--- src/rtl/seq_multiplier_8bit_if.sv ---
// rtl/seq_multiplier_8bit_if.sv - request/result bundle of the sequential 8x8 multiplier
//
// Signals:
//   start  request to begin a multiply (from master)
//   a, b   unsigned 8-bit operands, captured with an accepted start (from master)
//   busy   operation in progress, CALC or DONE (from slave)
//   done   one-cycle completion pulse (from slave)
//   p      16-bit product register (from slave)
interface seq_multiplier_8bit_if;
  logic        start;
  logic [7:0]  a;
  logic [7:0]  b;
  logic        busy;
  logic        done;
  logic [15:0] p;

  modport master (output start, output a, output b, input busy, input done, input p);
  modport slave  (input start, input a, input b, output busy, output done, output p);
endinterface

--- src/rtl/seq_multiplier_8bit.sv ---
// rtl/seq_multiplier_8bit.sv - shift-and-add 8x8 unsigned multiplier, one bit per clock
//
// seq_multiplier_8bit ports:
//   clk    rising-edge clock for all state
//   rst_n  synchronous active-low reset
//   bus    seq_multiplier_8bit_if.slave: start/a/b in, busy/done/p out
//
// seq_multiplier_8bit_cla8 ports:
//   x, y   8-bit addends
//   cin    carry in
//   sum    8-bit sum
//   cout   carry out

module seq_multiplier_8bit_cla8 (
  input  logic [7:0] x,
  input  logic [7:0] y,
  input  logic       cin,
  output logic [7:0] sum,
  output logic       cout
);
  logic [7:0] g;
  logic [7:0] pr;
  logic [8:0] c;
  logic       run;

  // Every carry is a flat sum of products of g/p terms and cin, so no carry
  // depends on a lower carry signal: c[i+1] = g[i] | p[i]g[i-1] | ... | p[i..0]cin.
  always_comb begin
    g    = x & y;
    pr   = x ^ y;
    c    = '0;
    run  = 1'b0;
    c[0] = cin;
    for (int i = 0; i < 8; i++) begin
      c[i+1] = g[i];
      run    = pr[i];
      for (int j = i - 1; j >= 0; j--) begin
        c[i+1] = c[i+1] | (run & g[j]);
        run    = run & pr[j];
      end
      c[i+1] = c[i+1] | (run & cin);
    end
  end

  assign sum  = pr ^ c[7:0];
  assign cout = c[8];
endmodule

module seq_multiplier_8bit (
  input  logic                        clk,
  input  logic                        rst_n,
  seq_multiplier_8bit_if.slave        bus
);
  typedef enum logic [1:0] {
    IDLE = 2'd0,
    CALC = 2'd1,
    DONE = 2'd2
  } state_t;

  state_t      state;
  state_t      state_nxt;
  logic [7:0]  mcand;
  logic [7:0]  mq;
  logic [7:0]  acc;
  logic [2:0]  count;
  logic [15:0] prod;
  logic [7:0]  addend;
  logic [7:0]  sum;
  logic        c;
  logic        busy;
  logic        done;

  // Gating the multiplicand with mq[0] makes the no-add case acc + 0,
  // which yields {0, acc} through the same adder.
  assign addend = mcand & {8{mq[0]}};

  seq_multiplier_8bit_cla8 u_add (
    .x    (acc),
    .y    (addend),
    .cin  (1'b0),
    .sum  (sum),
    .cout (c)
  );

  always_ff @(posedge clk) begin
    if (!rst_n) begin
      state <= IDLE;
    end else begin
      state <= state_nxt;
    end
  end

  always_comb begin
    state_nxt = state;
    case (state)
      IDLE:    if (bus.start) state_nxt = CALC;
      CALC:    if (count == 3'd7) state_nxt = DONE;
      DONE:    state_nxt = IDLE;
      default: state_nxt = IDLE;
    endcase
  end

  always_comb begin
    busy = 1'b0;
    done = 1'b0;
    case (state)
      CALC:    busy = 1'b1;
      DONE: begin
        busy = 1'b1;
        done = 1'b1;
      end
      default: ;
    endcase
  end

  always_ff @(posedge clk) begin
    if (!rst_n) begin
      mcand <= '0;
      mq    <= '0;
      acc   <= '0;
      count <= '0;
      prod  <= '0;
    end else begin
      case (state)
        IDLE: begin
          if (bus.start) begin
            mcand <= bus.a;
            mq    <= bus.b;
            acc   <= '0;
            count <= '0;
          end
        end
        CALC: begin
          // The carry lands in acc[7], so 0xFF*0xFF never loses a bit.
          acc   <= {c, sum[7:1]};
          mq    <= {sum[0], mq[7:1]};
          count <= count + 3'd1;
          if (count == 3'd7) begin
            prod <= {c, sum, mq[7:1]};
          end
        end
        default: ;
      endcase
    end
  end

  assign bus.busy = busy;
  assign bus.done = done;
  assign bus.p    = prod;
endmodule

--- src/flat_wrapper.sv ---
// flat-port wrapper written by rule: the top's interface ports become plain ports
module seq_multiplier_8bit_flat 
  (clk, rst_n, bus_start, bus_a, bus_b, bus_busy, bus_done, bus_p);
  seq_multiplier_8bit_if bus_i ();
  input  logic clk;
  input  logic rst_n;
  input wire logic [$bits(bus_i.start)-1:0] bus_start;
  input wire logic [$bits(bus_i.a)-1:0] bus_a;
  input wire logic [$bits(bus_i.b)-1:0] bus_b;
  output wire logic [$bits(bus_i.busy)-1:0] bus_busy;
  output wire logic [$bits(bus_i.done)-1:0] bus_done;
  output wire logic [$bits(bus_i.p)-1:0] bus_p;
  assign bus_i.start = bus_start;
  assign bus_i.a = bus_a;
  assign bus_i.b = bus_b;
  assign bus_busy = bus_i.busy;
  assign bus_done = bus_i.done;
  assign bus_p = bus_i.p;
  seq_multiplier_8bit u_core (.clk(clk), .rst_n(rst_n), .bus(bus_i));
endmodule
--- config.mk ---
export PLATFORM = sky130hd
export DESIGN_NAME = seq_multiplier_8bit_flat
export DESIGN_NICKNAME = d
export VERILOG_FILES = /design/src/rtl/seq_multiplier_8bit_if.sv /design/src/rtl/seq_multiplier_8bit.sv /design/src/flat_wrapper.sv
export SDC_FILE = /design/constraint.sdc
export NUM_CORES = 1
export LEC_CHECK = 0
export ABC_AREA = 1
export BUFFER_PORTS_ARGS = -buffer_cell sky130_fd_sc_hd__buf_4
export CAP_MARGIN = 20
export CORE_MARGIN = 2
export CORE_UTILIZATION = 55
export DETAILED_ROUTE_END_ITERATION = 7
export MAX_ROUTING_LAYER = met4
export PLACE_DENSITY = 0.79
export REMOVE_ABC_BUFFERS = 1
export SYNTH_ARGS = -nofsm -noshare
export SYNTH_HDL_FRONTEND = slang
export SYNTH_HIERARCHICAL = 1
export SYNTH_SLANG_ARGS = --single-unit
--- constraint.sdc ---
create_clock -name clk -period 2.2 [get_ports clk]
set_input_delay 0.22 -clock clk [delete_from_list [all_inputs] [get_ports clk]]
set_output_delay 0.22 -clock clk [all_outputs]
set_load 0.05 [all_outputs]
After elaboration in Yosys (flattened, before gate mapping)
Cells that the tools add are included.

Output and inout bits: 18. Bits in latches: 0. Bits in registers: 45. Memory bits (read-only): 0. Input bits: 19. Word-level logic and storage cells: 111. Memories: 0. Memory bits (writable): 0.

Shift operators: 0. Equal/unequal tests: 5. Add/sub/neg operators: 1. Mux-type cells: 11. Order comparisons: 0. Multipliers: 0. Div/mod/pow operators: 0. Reduce and logical (&&, ||, !) cells: 7. Bitwise operators: 81.

Operator list (number): 1-bit bitwise AND (49); 8-bit one-hot mux with 2 select lines (2); 1-bit bitwise OR (28); 8-bit bitwise AND (2); 8-bit 2-to-1 mux (2); 8-bit bitwise XOR (2); 2-bit AND reduction (4); 3-bit one-hot mux with 2 select lines (1); 2-bit 2-to-1 mux (2); 2-bit one-hot mux with 2 select lines (1); 3-bit by 1-bit adder with 3-bit output (second input constant) (1); 3-bit == test (second input constant) (1); 3-bit 2-to-1 mux (1); 2-bit by 1-bit == test with 1-bit output (second input constant) (1); 2-bit == test (second input constant) (1); 2-bit logical NOT (1); 1-bit 2-to-1 mux (2); 2-bit by 1-bit inequality test with 1-bit output (second input constant) (1); 2-bit inequality test (second input constant) (1); 2-bit nonzero test (1); 2-bit OR reduction (1).

Depth between registers and ports, before layout
Depth in word-level cells: 11. Gate-level depth with buffers: 14. Gate-level depth less buffers: 13.

By module
The synthesis kept the hierarchy.

By module, submodules not included: seq_multiplier_8bit (times used 1, seq. area each 900.9 sq um, cells an instance 265, area each 1951.9 sq um); seq_multiplier_8bit_cla8 (times used 1, seq. area each 0.0 sq um, cells an instance 71, area each 421.7 sq um).

Worst setup path after synthesis
OpenSTA, ideal clock, no wires.

Path kind: flip-flop to flip-flop. Start point: register u_core.mq[0]. End point: register u_core.acc[2]. Path buffers: 1. Required time: 2130 ps. Data arrival time: 1729 ps. Setup slack: 400 ps. Library setup time: 70 ps. Period minus slack after synthesis: 1800 ps. Cell stages (with the launch flop): 12. Cells stage by stage: dfxtp_1 > clkbuf_1 > nand2_1 > inv_1 > ha_1 > or2_1 > and2_4 > nand2_1 > nand2_1 > xor2_1 > nand3_1 > a21oi_1.

Longest elaborated chain between the ends: 7. Elaborated cells between the ends (all ways): 10. Those cells by class: mux (1); bitwise (9).

Ends and longest elaborated chain: start: declaration (RTL line seq_multiplier_8bit.sv:63) `logic [7:0] mq;`; start signal: assignment (RTL line seq_multiplier_8bit.sv:128) `mq <= bus.b;`; start signal: assignment (RTL line seq_multiplier_8bit.sv:136) `mq <= {sum[0], mq[7:1]};`; 8-bit bitwise AND (*) (RTL line seq_multiplier_8bit.sv:75) `assign addend = mcand & {8{mq[0]}};`; via u_core.addend[1] (RTL line seq_multiplier_8bit.sv:67) `logic [7:0] addend;`; 8-bit bitwise AND or 8-bit bitwise XOR (tied branches) (RTL line seq_multiplier_8bit.sv:29, seq_multiplier_8bit.sv:30); 1-bit bitwise AND, on equally long branches (RTL line seq_multiplier_8bit.sv:38, seq_multiplier_8bit.sv:39); 1-bit bitwise OR or 1-bit bitwise AND (tied branches) (RTL line seq_multiplier_8bit.sv:38) `c[i+1] = c[i+1] | (run & g[j]);`; 1-bit bitwise OR (*) (RTL line seq_multiplier_8bit.sv:38); 8-bit bitwise XOR (*) (RTL line seq_multiplier_8bit.sv:45) `assign sum = pr ^ c[7:0];`; via u_core.sum[3] (RTL line seq_multiplier_8bit.sv:68) `logic [7:0] sum;`; 8-bit one-hot mux with 2 select lines (*) (RTL line seq_multiplier_8bit.sv:124) `case (state)`; end signal: assignment (RTL line seq_multiplier_8bit.sv:135) `acc <= {c, sum[7:1]};`; end: declaration (RTL line seq_multiplier_8bit.sv:64) `logic [7:0] acc;`.

Mark *: on every way through the listed nets, which the timed path passes. The rest lies on a longest branch. A chain may end at the register's enable or synchronous reset.

Final worst setup path
Same ends and word-level chain as after synthesis.

==> flow_metrics.env <==
export IMPL_status="completed"
export IMPL_grt_pass1_wl_um=8890
export IMPL_grt_pass1_vias=2008
export IMPL_cap_violations=0
export IMPL_pin_count=37
export IMPL_clock_skew_ns=0.00526
export IMPL_antenna_found_initial=0
export IMPL_h_tree_depth=2
export IMPL_port_buffers=36
export IMPL_cts_root_buf="clkbuf_8"
export IMPL_gp_congestion=0.931
export IMPL_routed_via_count=2133
export IMPL_instances_no_fill=422
export IMPL_tightest_slew_ns=0.649
export IMPL_initial_utilization=0.581
export IMPL_post_cts_setup_buffer_count=0
export IMPL_die_h_um=69.7
export IMPL_path_class="reg -> reg"
export IMPL_drt_pre_antenna_iters=4
export IMPL_synthCells=336
export IMPL_finalCriticalPeriod_ns=1.95
export IMPL_layout_drive_gt1_share=0.161
export IMPL_dpl_hpwl_um=3440
export IMPL_numPlacedInstances=414
export IMPL_vias_per_cell=5.05
export IMPL_holdWs_ns=0.167
export IMPL_setup_tns_ns=0
export IMPL_setup_viol=0
export IMPL_die_area_um2=4860
export IMPL_clock_latency_ns=0.30
export IMPL_cts_sinks=45
export IMPL_required_ns=2.43
export IMPL_leakage_uw=0.00137
export IMPL_period_share=0.886
export IMPL_nets=405
export IMPL_n_antenna_cell=0
export IMPL_cts_made_buffers=5
export IMPL_die_w_um=69.7
export IMPL_ir_drop_uv=412
export IMPL_fmax_ghz=0.513
export IMPL_synthArstFlopShare=0
export IMPL_slew_headroom=0.567
export IMPL_crit_path_end_kind="register"
export IMPL_clk_pin_slew_ns=0.09
export IMPL_coreArea_um2=4090
export IMPL_drc=0
export IMPL_cts_resized=0
export IMPL_grt_overflow_total=0
export IMPL_netlist_cell_type_count=33
export IMPL_areaGrowthSynthToFinish_pct=15.4
export IMPL_hold_buffers=0
export IMPL_synth_top_flop_cell="dfxtp_1"
export IMPL_seq_area_frac_synth=0.380
export IMPL_ctsLongestPathBuffers=2
export IMPL_arrival_ns=2.18
export IMPL_final_antenna_net_count=0
export IMPL_synth_edf_count=0
export IMPL_rsz0062_at_grt="no"
export IMPL_grt_max_degree=27
export IMPL_final_core_util=0.671
export IMPL_path_max_fanout=9
export IMPL_p_per_area_nw_per_um2=633
export IMPL_synth_seq_cells=45
export IMPL_row_count=23
export IMPL_wl_um=5060
export IMPL_ys_warn_count=6
export IMPL_cts_tree="yes"
export IMPL_hold_violations=0
export IMPL_worst_setup_path_start_kind="register"
export IMPL_grtUsageTotal=0.229
export IMPL_netlist_area_um2=2370
export IMPL_avgSynthCellArea_um2=7.06
export IMPL_wl_per_cell_um=12.0
export IMPL_holdCritPathClass="in -> reg"
export IMPL_report_final_slew_viol_count=0
export IMPL_drt_initial_drc_count=115
flip-flops by register name, summed over array words and instances, names as in the netlist:
register and cells:
u_core/acc 8, u_core/state 2, u_core/mcand 8, u_core/count 3, u_core/mq 8, u_core/bus.p 16
Yosys cell counts (2+ instances only):
library cell | count | area [µm²]
inv_1 | 29 | 109
nand3b_1 | 7 | 52.6
nor2_1 | 52 | 195
clkbuf_1 | 5 | 18.8
inv_2 | 2 | 7.51
a21oi_1 | 22 | 110
o21ai_0 | 16 | 80.1
ha_1 | 14 | 175
nand3_2 | 2 | 20.0
nand2_2 | 6 | 37.5
buf_6 | 2 | 22.5
buf_2 | 2 | 10.0
dfxtp_1 | 45 | 901
xor2_1 | 3 | 26.3
nand3_1 | 24 | 120
nand2_1 | 88 | 330
worst max-delay path, cell delays in order (launching register included):
cell     delay [ns]
dfxtp_1        0.47
nand2_1        0.09
inv_1          0.07
ha_1           0.27
or2_1          0.26
and2_4         0.17
nand2_1        0.06
nand2_1        0.06
xor2_1         0.17
nand3_1        0.10
a21oi_1        0.16
stage by stage:
stage	power (µW)	area [µm²]	worst slack [ns]
after CTS	1740	2740	0.256
after detailed placement	1120	2630	0.282
after global routing	1810	2740	0.0783
final	1730	2740	0.251
after global placement	1110	2630	0.403
after floorplan	1040	2270	0.478
where the power goes:
group	switching [µW]	internal (µW)	leakage [µW]
Combinational	144	87.0	0.000951
Sequential	23.2	847	0.000367
Clock	291	341	0.0000554
cell families after synthesis:
family,after synthesis,share of synthesized area
and+or+nand+nor,185,0.337
xor gates and xnor gates,4,0.0148
other,1,0.00158
DFF,45,0.380
adders and majority gates,15,0.0822
AOI/OAI and AO/OA,40,0.0849
buffers and inverters,46,0.0996
area by class of cell:
type,instances,area [µm²]
repair buffers,39,293
clock buffers,6,72.6
flip-flops and latches,45,901
fillers,379,1350
inverters,33,129
well taps,50,62.6
multi-input cells,247,1240
clock inverters,2,38.8
routing by layer:
layer  track usage  share of wire  up-vias
li1              -              -     1123
met1         0.285           0.48      954
met2         0.382           0.46       49
met3        0.0349          0.041        7
met4        0.0769          0.013        0
met5             -              0        -
cell usage in the layout (no fill, tap or decap):
cell	instances
nand2_1	88
nor2_1	52
dfxtp_1	45
buf_4	39
inv_1	29
nand3_1	24
a21oi_1	22
o21ai_0	16
ha_1	14
nand3b_1	7
nand2_2	6
clkbuf_8	5
conb_1	3
xor2_1	3
inv_2	2
nand3_2	2
bufinv_16	1
clkinv_4	1
clkbuf_1	1
nand2_4	1
inv_6	1
clkinv_1	1
o21ai_1	1
nor2_2	1
or2_1	1
a31oi_1	1
and3_1	1
nand4_1	1
and2_4	1
xnor2_1	1
fa_1	1
worst paths after layout:
kind	end	from	cells past startpoint	slack [ns]
setup reg to reg	u_core/acc[2]	u_core/mq[0]	10	0.25
hold reg to reg	u_core/bus.p[10]	u_core/bus.p[10]	2	0.47
setup / recovery	u_core/acc[2]	u_core/mq[0]	10	0.25
hold / removal	u_core/mcand[5]	bus_a[5]	3	0.17
No activity file was read; power rests on OpenSTA's default activity.
